$ cat src/rtl/stall_fifo_param.sv
// Parametrised stall FIFO between pipeline stages: DEPTH x WIDTH circular buffer
// with valid/ready on both sides, synchronous flush, almost-full and sticky errors.

module stall_fifo_param_slot #(
  parameter int WIDTH = 32
) (
  input  logic             clk,
  input  logic             reset_n,
  input  logic             clr,
  input  logic             we,
  input  logic [WIDTH-1:0] d,
  output logic [WIDTH-1:0] q
);
  always_ff @(posedge clk or negedge reset_n) begin
    if (!reset_n)  q <= '0;
    else if (clr)  q <= '0;
    else if (we)   q <= d;
  end
endmodule

module stall_fifo_param #(
  parameter int WIDTH    = 32,
  parameter int DEPTH    = 4,
  parameter int AF_LEVEL = DEPTH - 1,
  parameter int CW       = $clog2(DEPTH + 1)
) (
  input  logic             clk,
  input  logic             reset_n,
  input  logic             flush,
  input  logic [WIDTH-1:0] in_data,
  input  logic             in_valid,
  output logic             in_ready,
  output logic [WIDTH-1:0] out_data,
  output logic             out_valid,
  input  logic             out_ready,
  output logic [CW-1:0]    count,
  output logic             almost_full,
  output logic             err_ovf,
  output logic             err_udf,
  input  logic             err_clr
);
  localparam int PW = $clog2(DEPTH);
  localparam logic [CW-1:0] FULL_CNT = CW'(DEPTH);
  localparam logic [CW-1:0] AF_CNT   = CW'(AF_LEVEL);

  logic [PW-1:0]                 rd_ptr, wr_ptr;
  logic [CW-1:0]                 cnt_q;
  logic [DEPTH-1:0][WIDTH-1:0]   mem;
  logic                          push, pop;

  assign in_ready    = (cnt_q != FULL_CNT);
  assign out_valid   = (cnt_q != '0);
  assign out_data    = out_valid ? mem[rd_ptr] : '0;
  assign almost_full = (cnt_q >= AF_CNT);
  assign count       = cnt_q;

  // Flush masks both handshakes so nothing moves in a squash cycle.
  assign push = in_valid & in_ready & ~flush;
  assign pop  = out_valid & out_ready & ~flush;

  for (genvar i = 0; i < DEPTH; i++) begin : g_slot
    stall_fifo_param_slot #(.WIDTH(WIDTH)) u_slot (
      .clk     (clk),
      .reset_n (reset_n),
      .clr     (flush),
      .we      (push && (wr_ptr == PW'(i))),
      .d       (in_data),
      .q       (mem[i])
    );
  end

  always_ff @(posedge clk or negedge reset_n) begin
    if (!reset_n) begin
      rd_ptr <= '0;
      wr_ptr <= '0;
      cnt_q  <= '0;
    end else if (flush) begin
      rd_ptr <= '0;
      wr_ptr <= '0;
      cnt_q  <= '0;
    end else begin
      if (push) wr_ptr <= wr_ptr + PW'(1);
      if (pop)  rd_ptr <= rd_ptr + PW'(1);
      case ({push, pop})
        2'b10:   cnt_q <= cnt_q + CW'(1);
        2'b01:   cnt_q <= cnt_q - CW'(1);
        default: cnt_q <= cnt_q;
      endcase
    end
  end

  // Set beats clear when both land in the same cycle.
  always_ff @(posedge clk or negedge reset_n) begin
    if (!reset_n) begin
      err_ovf <= 1'b0;
      err_udf <= 1'b0;
    end else begin
      err_ovf <= (in_valid & ~in_ready & ~flush) | (err_ovf & ~err_clr);
      err_udf <= (out_ready & ~out_valid & ~flush) | (err_udf & ~err_clr);
    end
  end
endmodule

$ cat config.mk
export PLATFORM = sky130hd
export DESIGN_NAME = stall_fifo_param
export DESIGN_NICKNAME = d
export VERILOG_FILES = /design/src/rtl/stall_fifo_param.sv
export SDC_FILE = /design/constraint.sdc
export NUM_CORES = 1
export LEC_CHECK = 0
export ABC_AREA = 1
export CAP_MARGIN = 20
export CORE_ASPECT_RATIO = 0.9
export CORE_MARGIN = 5
export CORE_UTILIZATION = 55
export DETAILED_ROUTE_END_ITERATION = 10
export GPL_ROUTABILITY_DRIVEN = 0
export MAX_ROUTING_LAYER = met4
export PLACE_DENSITY = 0.79
export SYNTH_ARGS = -nofsm -noshare
export SYNTH_HDL_FRONTEND = slang
export SYNTH_SLANG_ARGS = --single-unit
$ cat constraint.sdc
create_clock -name clk -period 2.6 [get_ports clk]
set_input_delay 0.52 -clock clk [delete_from_list [all_inputs] [get_ports clk]]
set_output_delay 0.52 -clock clk [all_outputs]
set_load 0.005 [all_outputs]
==> results.md <==
- Outcome: finished with violations
- Failing checks: negative setup slack
- Startpoint types: flop
- Seq/Total Area, Yosys: 0.507
- Root Buffer: clkbuf_16
- Worst setup path start: rd_ptr[0]
- Vias per inst: 5.52
- Starting DRT DRC Count: 698
- RSZ-0062 raised after global routing: yes
- Post-synth top area cell: dfrtp_1
- Drt drc: 0
- Synth Area in Adders: 0.0104
- Clock Latency Late Sink: 0.42 ns
- Largest family of logic cells by synthesized area: simple AND/OR/NAND/NOR gates
- Tcrit/Tclk final: 1.00
- WP data required: 2.08 ns
- Fin area: 8390 sq um
- Worst VDD drop: 503 uV
- Tot Pwr: 6090 uW
- Core area: 12000 sq um
- Antenna diode count: 0
- Vias in the first global route: 5842
- Reg-to-reg critical path startpoint: count[1]
- Layout fillers: 944
- Share of cells above drive strength 1: 0.0789
- Critical Path AT: 2.08 ns
- Worst slew pin tran: 0.811 ns
- Worst-path clk slew: 0.06 ns
- DR WL/cell: 15.7 microns
- Final Hold Viols: 0
- Avg Inst Size Synth: 7.73 sq um
- Clk sinks: 137
- Die height: 115 microns
- Gr ovfl total: 0
- Area of the multi-input gates: 2610 sq um
- Warnings, synthesis: 0
- Synth top area share: 0.507
- Pins Over Slew Limit: 0
- Synth Area in Simple Gates: 0.198
- Async set-or-reset flop fraction in the synthesized netlist: 1.00
- Initial antenna violation count: 0
- R2R Setup Slk: 0.56 ns
- CTS tree: done
- CP max FO: 19
- Placed inst area: 7680 sq um
- Max-cap violations: 0
- Syn-to-layout area delta: 24.1%
- Die Wd: 127 microns
- DR vias: 6137
- Initial core utilization: 0.562
- Xor and xnor area share after synthesis: 0.00259
- R2R Path End: count[2]
- Antenna Violating Nets Remaining: 0
- Hold crit path type: in -> async
- Final net count: 981
- Final TNS setup: -0.00432 ns
- Mux cell area share after synthesis: 0
- Post-synth EDFFs: 0
- #FFs+latches synth: 137
- Setup ws final: -0.00432 ns
- Reg area: 3430 sq um
- Primary FF master, synth: dfrtp_1
- Post-synthesis cell count: 874
- FF-to-FF path depth: 13
- CP Capture Point: out_data[4]
- Mapped cell area: 6760 sq um
- DRT Pass-1 Iters: 6
- First-pass GRT wire length: 28.9 mm
- H-tree levels: 4
- Syn_nets: 917
- Die ar.: 14600 sq um
- Post-Route WL: 17.5 mm
- Worst setup EP type: primary output
- Netlist cell types: 23
- Number of buffers created by CTS: 17
- Row Count: 38
- Top post-synthesis cells by area: dfrtp_1, nand2_1, a21oi_1
- Count leader, synth: nand2_1
- Port-buffer cells: 77
- Hold Slack: 0.0459 ns
- IO Pins: 78
- Relative slew slack: 0.459
- DP HPWL: 10.4 mm
- CTS Buffer Depth: 2
- Leak Pwr: 0.00437 uW
- Worst Skew: 0.00772 ns
- Total Routing Usage GR: 0.254
- Crit path kind: reg -> out
- F_max: 384 MHz
- Tmin final: 2.60 ns
- Synth Area in Compound Gates: 0.174
- Largest net degree at the start of global routing: 69
- Pwr/cell area: 726 nW/um^2
- Final setup viols: 1
- Synth top cells by count: nand2_1, dfrtp_1, inv_1
- Utilization after layout: 0.697
## registers in the layout, summed over array words and instances, names as in the netlist
signal           flops
count                3
g_slot.u_slot.q    128
err_udf              1
rd_ptr               2
err_ovf              1
wr_ptr               2
## how the worst min path moves through the flow
stage             from  endpoint
6_report       reset_n  count[2]
5_1_grt        reset_n  count[2]
4_1_cts        reset_n  count[0]
3_5_place_dp   reset_n  count[0]
3_3_place_gp   reset_n  count[0]
2_1_floorplan  reset_n  count[0]
## layer usage
layer	vias up	share of wire	global-route usage
met3	27	0.069	0.0525
met4	0	0.021	0.0858
met2	262	0.49	0.408
li1	2920	-	-
met1	2928	0.42	0.325
met5	-	0	-
## power breakdown
group	switching, uW	leakage, uW	internal [uW]
clock	910	0.000297	1610
sequential	84.8	0.00178	2320
combinational	681	0.00229	484
## worst max-delay path, stage by stage, from the launching register on
cell and delay, ns:
dfrtp_2 0.45, buf_4 0.22, a21oi_2 0.16, o21ai_0 0.13, a21oi_1 0.18, clkdlybuf4s50_1 0.52
## repair_timing
action                                  4_1_cts  5_1_grt
gates cloned                                  0        0
hold buffers                                  0        0
endpoints found under the setup margin       22       30
buffers inserted                              0        0
gates resized for setup                       6       30
pin swaps                                     3       17
## stage by stage
step	std cells	setup WS, ns
after global placement	1079	0.321
after CTS	1111	-0.0205
after global routing	1111	-0.0557
after detailed placement	1079	0.278
final	1111	-0.00432
after floorplan	874	0.632
## cell families (layout without fill, tap and decap cells)
kind of cell,after synthesis,count (layout)
simple gates,329,329
flops,137,137
buf+inv,169,246
fa+ha+maj,5,5
compound gates,232,232
xor+xnor,2,2
## layout by cell type, fill, tap and decap left out, drive strengths merged
cell and count:
clkinvlp 4, nor2 36, clkbuf 21, inv 110, ha 4, bufinv 3, nand3 65, nand2 227
a21oi 100, fa 1, dlymetal6s2s 21, o21ai 130, dlygate4sd2 2, clkinv 4, xor2 2, clkdlybuf4s50 52
nor3 1, o22ai 2, dfrtp 137, buf 29
## area by class of cell
cell class,count,area share
Sequential cell,137,0.409
Multi-Input combinational cell,568,0.311
Timing Repair Buffer,104,0.131
Clock buffer,21,0.0573
Inverter,110,0.0504
Tap cell,160,0.0239
Clock inverter,11,0.0172
No activity file was read; power rests on OpenSTA's default activity.
==> RTL edit: new RTL, same flow settings <==
The parameter `DEPTH` goes from 4 to 2.
--- a/src/rtl/stall_fifo_param.sv
+++ b/src/rtl/stall_fifo_param.sv
@@ -21,5 +21,5 @@
 module stall_fifo_param #(
   parameter int WIDTH    = 32,
-  parameter int DEPTH    = 4,
+  parameter int DEPTH    = 2,
   parameter int AF_LEVEL = DEPTH - 1,
   parameter int CW       = $clog2(DEPTH + 1)
Ports: changed (resized count); port bits go from 78 to 77. No check against the original RTL was run, so the function may have changed too.
==> RTL edit against the unedited design <==
  * First-iteration DRC count is 68% lower
  * Wire length fell by 51%
  * Total power down 39%
  * Cell area shrank 47%
  * Synthesized cell count is 55% lower
  * Clock power down 61%
  * Setup slack better by 120 ps
  * Synthesized area decreased by 52%
  * Clock skew is 4.4 ps higher
  * Sequential power decreased by 46%
  * Sequential cell count fell by 67
  * Critical endpoint is now out_data[8]
  * Largest power group is now combinational logic
  * Highest routed layer unchanged
==> RTL edit: results (changes against the unedited design) <==
| Metric | Value |
|---|---|
| Status | `finished clean` |
| Largest reg by FF count | `g_slot.u_slot.q` |
| Routed vias | `2,967 (-52%)` |
| P_leak | `2.34 nW (-46%)` |
| Slew HR | `0.445 (-0.0141)` |
| Commonest cells in the netlist | `nand2_1, dfrtp_1, o21ai_0` |
| Clk slew on worst S/H paths | `80 ps (+20 ps)` |
| First-pass GRT wire length | `14,600 um (-49%)` |
| IO buf count | `76 (-1.3%)` |
| Clk Latency, worst-skew pair | `350 ps (-70 ps)` |
| Overall global routing resource usage | `0.240 (-0.0144)` |
| Hold Crit Class | `in2async` |
| Synth Area in Compound Gates | `0.161 (-0.0129)` |
| Root Buffer | `clkbuf_8` |
| N_diodes | `0 (unchanged)` |
| DR pass1 iterations | `5 (-1)` |
| Cts bufs inserted | `9 (-8)` |
| Dpl cells | `526 (-51%)` |
| Nets | `511 (-48%)` |
| YS warnings | `0 (unchanged)` |
| Number of DRC markers in iteration 0 | `223 (-68%)` |
| Area of placed instances | `4100 um2 (-47%)` |
| Post-synthesis adder-cell area fraction | `0.0115 (+0.00113)` |
| Met1 WL | `3750 um (-49%)` |
| Post-synthesis xor/xnor area fraction | `0.00268 (+0.0000899)` |
| WL met2 | `4160 um (-52%)` |
| Layout cells sized above 1 | `0.0992 (+0.0203)` |
| Vias in the first global route | `3,066 (-48%)` |
| Initial antenna violation count | `0 (unchanged)` |
| Peak VDD IR | `0.680 mV (+35%)` |
| Met3 wire len | `545 um (-55%)` |
| WP data arrival | `1970 ps (-110 ps)` |
| Mux share of post-synthesis cell area | `0 (unchanged)` |
| Max FFs per register | `64 (-50%)` |
| Wire per inst | `15.7 um (-0.45%)` |
| Ys async rst share | `1.00 (unchanged)` |
| Synth area leaders | `dfrtp_1, nand2_1, o21ai_0` |
| Synth Instances | `396 (-55%)` |
| Netlist cell types | `22 (-4.3%)` |
| H-tree levels | `3 (-1)` |
| Post-synthesis sequential area ratio | `0.536 (+0.0291)` |
| Final Skew | `12.1 ps (+4.39 ps)` |
| Largest net degree at the start of global routing | `39 (-43%)` |
| DP HPWL | `5420 um (-48%)` |
| Post-synth net total | `437 (-52%)` |
| Drt drc | `0 (unchanged)` |
| Max Root-Sink Buffers | `2 (unchanged)` |
| Fill cells | `415 (-56%)` |
| Highest routed layer | `met4` |
| Layout Cells excl Fill | `544 (-51%)` |
| Pins over their slew limit | `0 (unchanged)` |
| Worst Path Max Fanout | `17 (-2)` |
## RTL edit: cell families (layout without fill, tap and decap cells)
| logic type | Yosys count | in the layout |
|---|---|---|
| and+or+nand+nor | 152 | 152 |
| AOI/OAI and AO/OA | 99 | 99 |
| buffers and inverters | 71 | 149 |
| DFF | 70 | 70 |
| adders and majority gates | 3 | 3 |
| xor gates and xnor gates | 1 | 1 |
## RTL edit: cell type report
type                            count  area [um2]  area share
Tap cell                           70        87.6      0.0199
Multi-Input combinational cell    255        1220       0.277
Sequential cell                    70        1750       0.398
Clock buffer                       10         138      0.0312
Clock inverter                      5        83.8      0.0190
Timing Repair Buffer               89         951       0.216
Inverter                           45         171      0.0389
## RTL edit: routing by layer
metal  global-route usage  vias up
met5                    -        -
met4               0.0587        0
met3               0.0678        7
met2                0.382      100
met1                0.304     1438
li1                     -     1422
## RTL edit: worst max-delay path, stage by stage (launching register included)
cell and delay [ps]:
dfrtp_1 340, inv_1 70, ha_2 220, inv_4 80, buf_12 140, o21ai_0 80, a21oi_1 160, clkdlybuf4s50_1 520
## RTL edit: where the power goes
part | switching (W) | internal (W)
clock network | 0.000420 | 0.000562
registers | 0.0000646 | 0.00123
logic | 0.000726 | 0.000723
## RTL edit: repair_timing
action	CTS	global route
gates cloned	1	0
gates resized for setup	7	19
buffers inserted	2	0
hold endpoints to repair	0	0
setup endpoints to repair	27	26
## RTL edit: worst paths after layout
path,startpoint,endpoint,slack (ps),depth (start not counted)
max,count[0],out_data[8],110,7
min,reset_n,g_slot[1].u_slot.q[9],260,1
max reg2reg,count[1],g_slot[0].u_slot.q[12],860,7
min reg2reg,g_slot[0].u_slot.q[7],g_slot[0].u_slot.q[7],500,2
max in group asynchronous,reset_n,count[1],1670,2
min in group clk,g_slot[0].u_slot.q[7],g_slot[0].u_slot.q[7],500,2
## RTL edit: stage by stage
stage | worst slack, ps | utilization | hold WS [ps]
3_3_place_gp | 269 | 0.715 | 479
3_5_place_dp | 269 | 0.715 | 485
6_report | 112 | 0.769 | 262
5_1_grt | 2.06 | 0.769 | 322
4_1_cts | -70.1 | 0.761 | 288
2_1_floorplan | 782 | - | 224
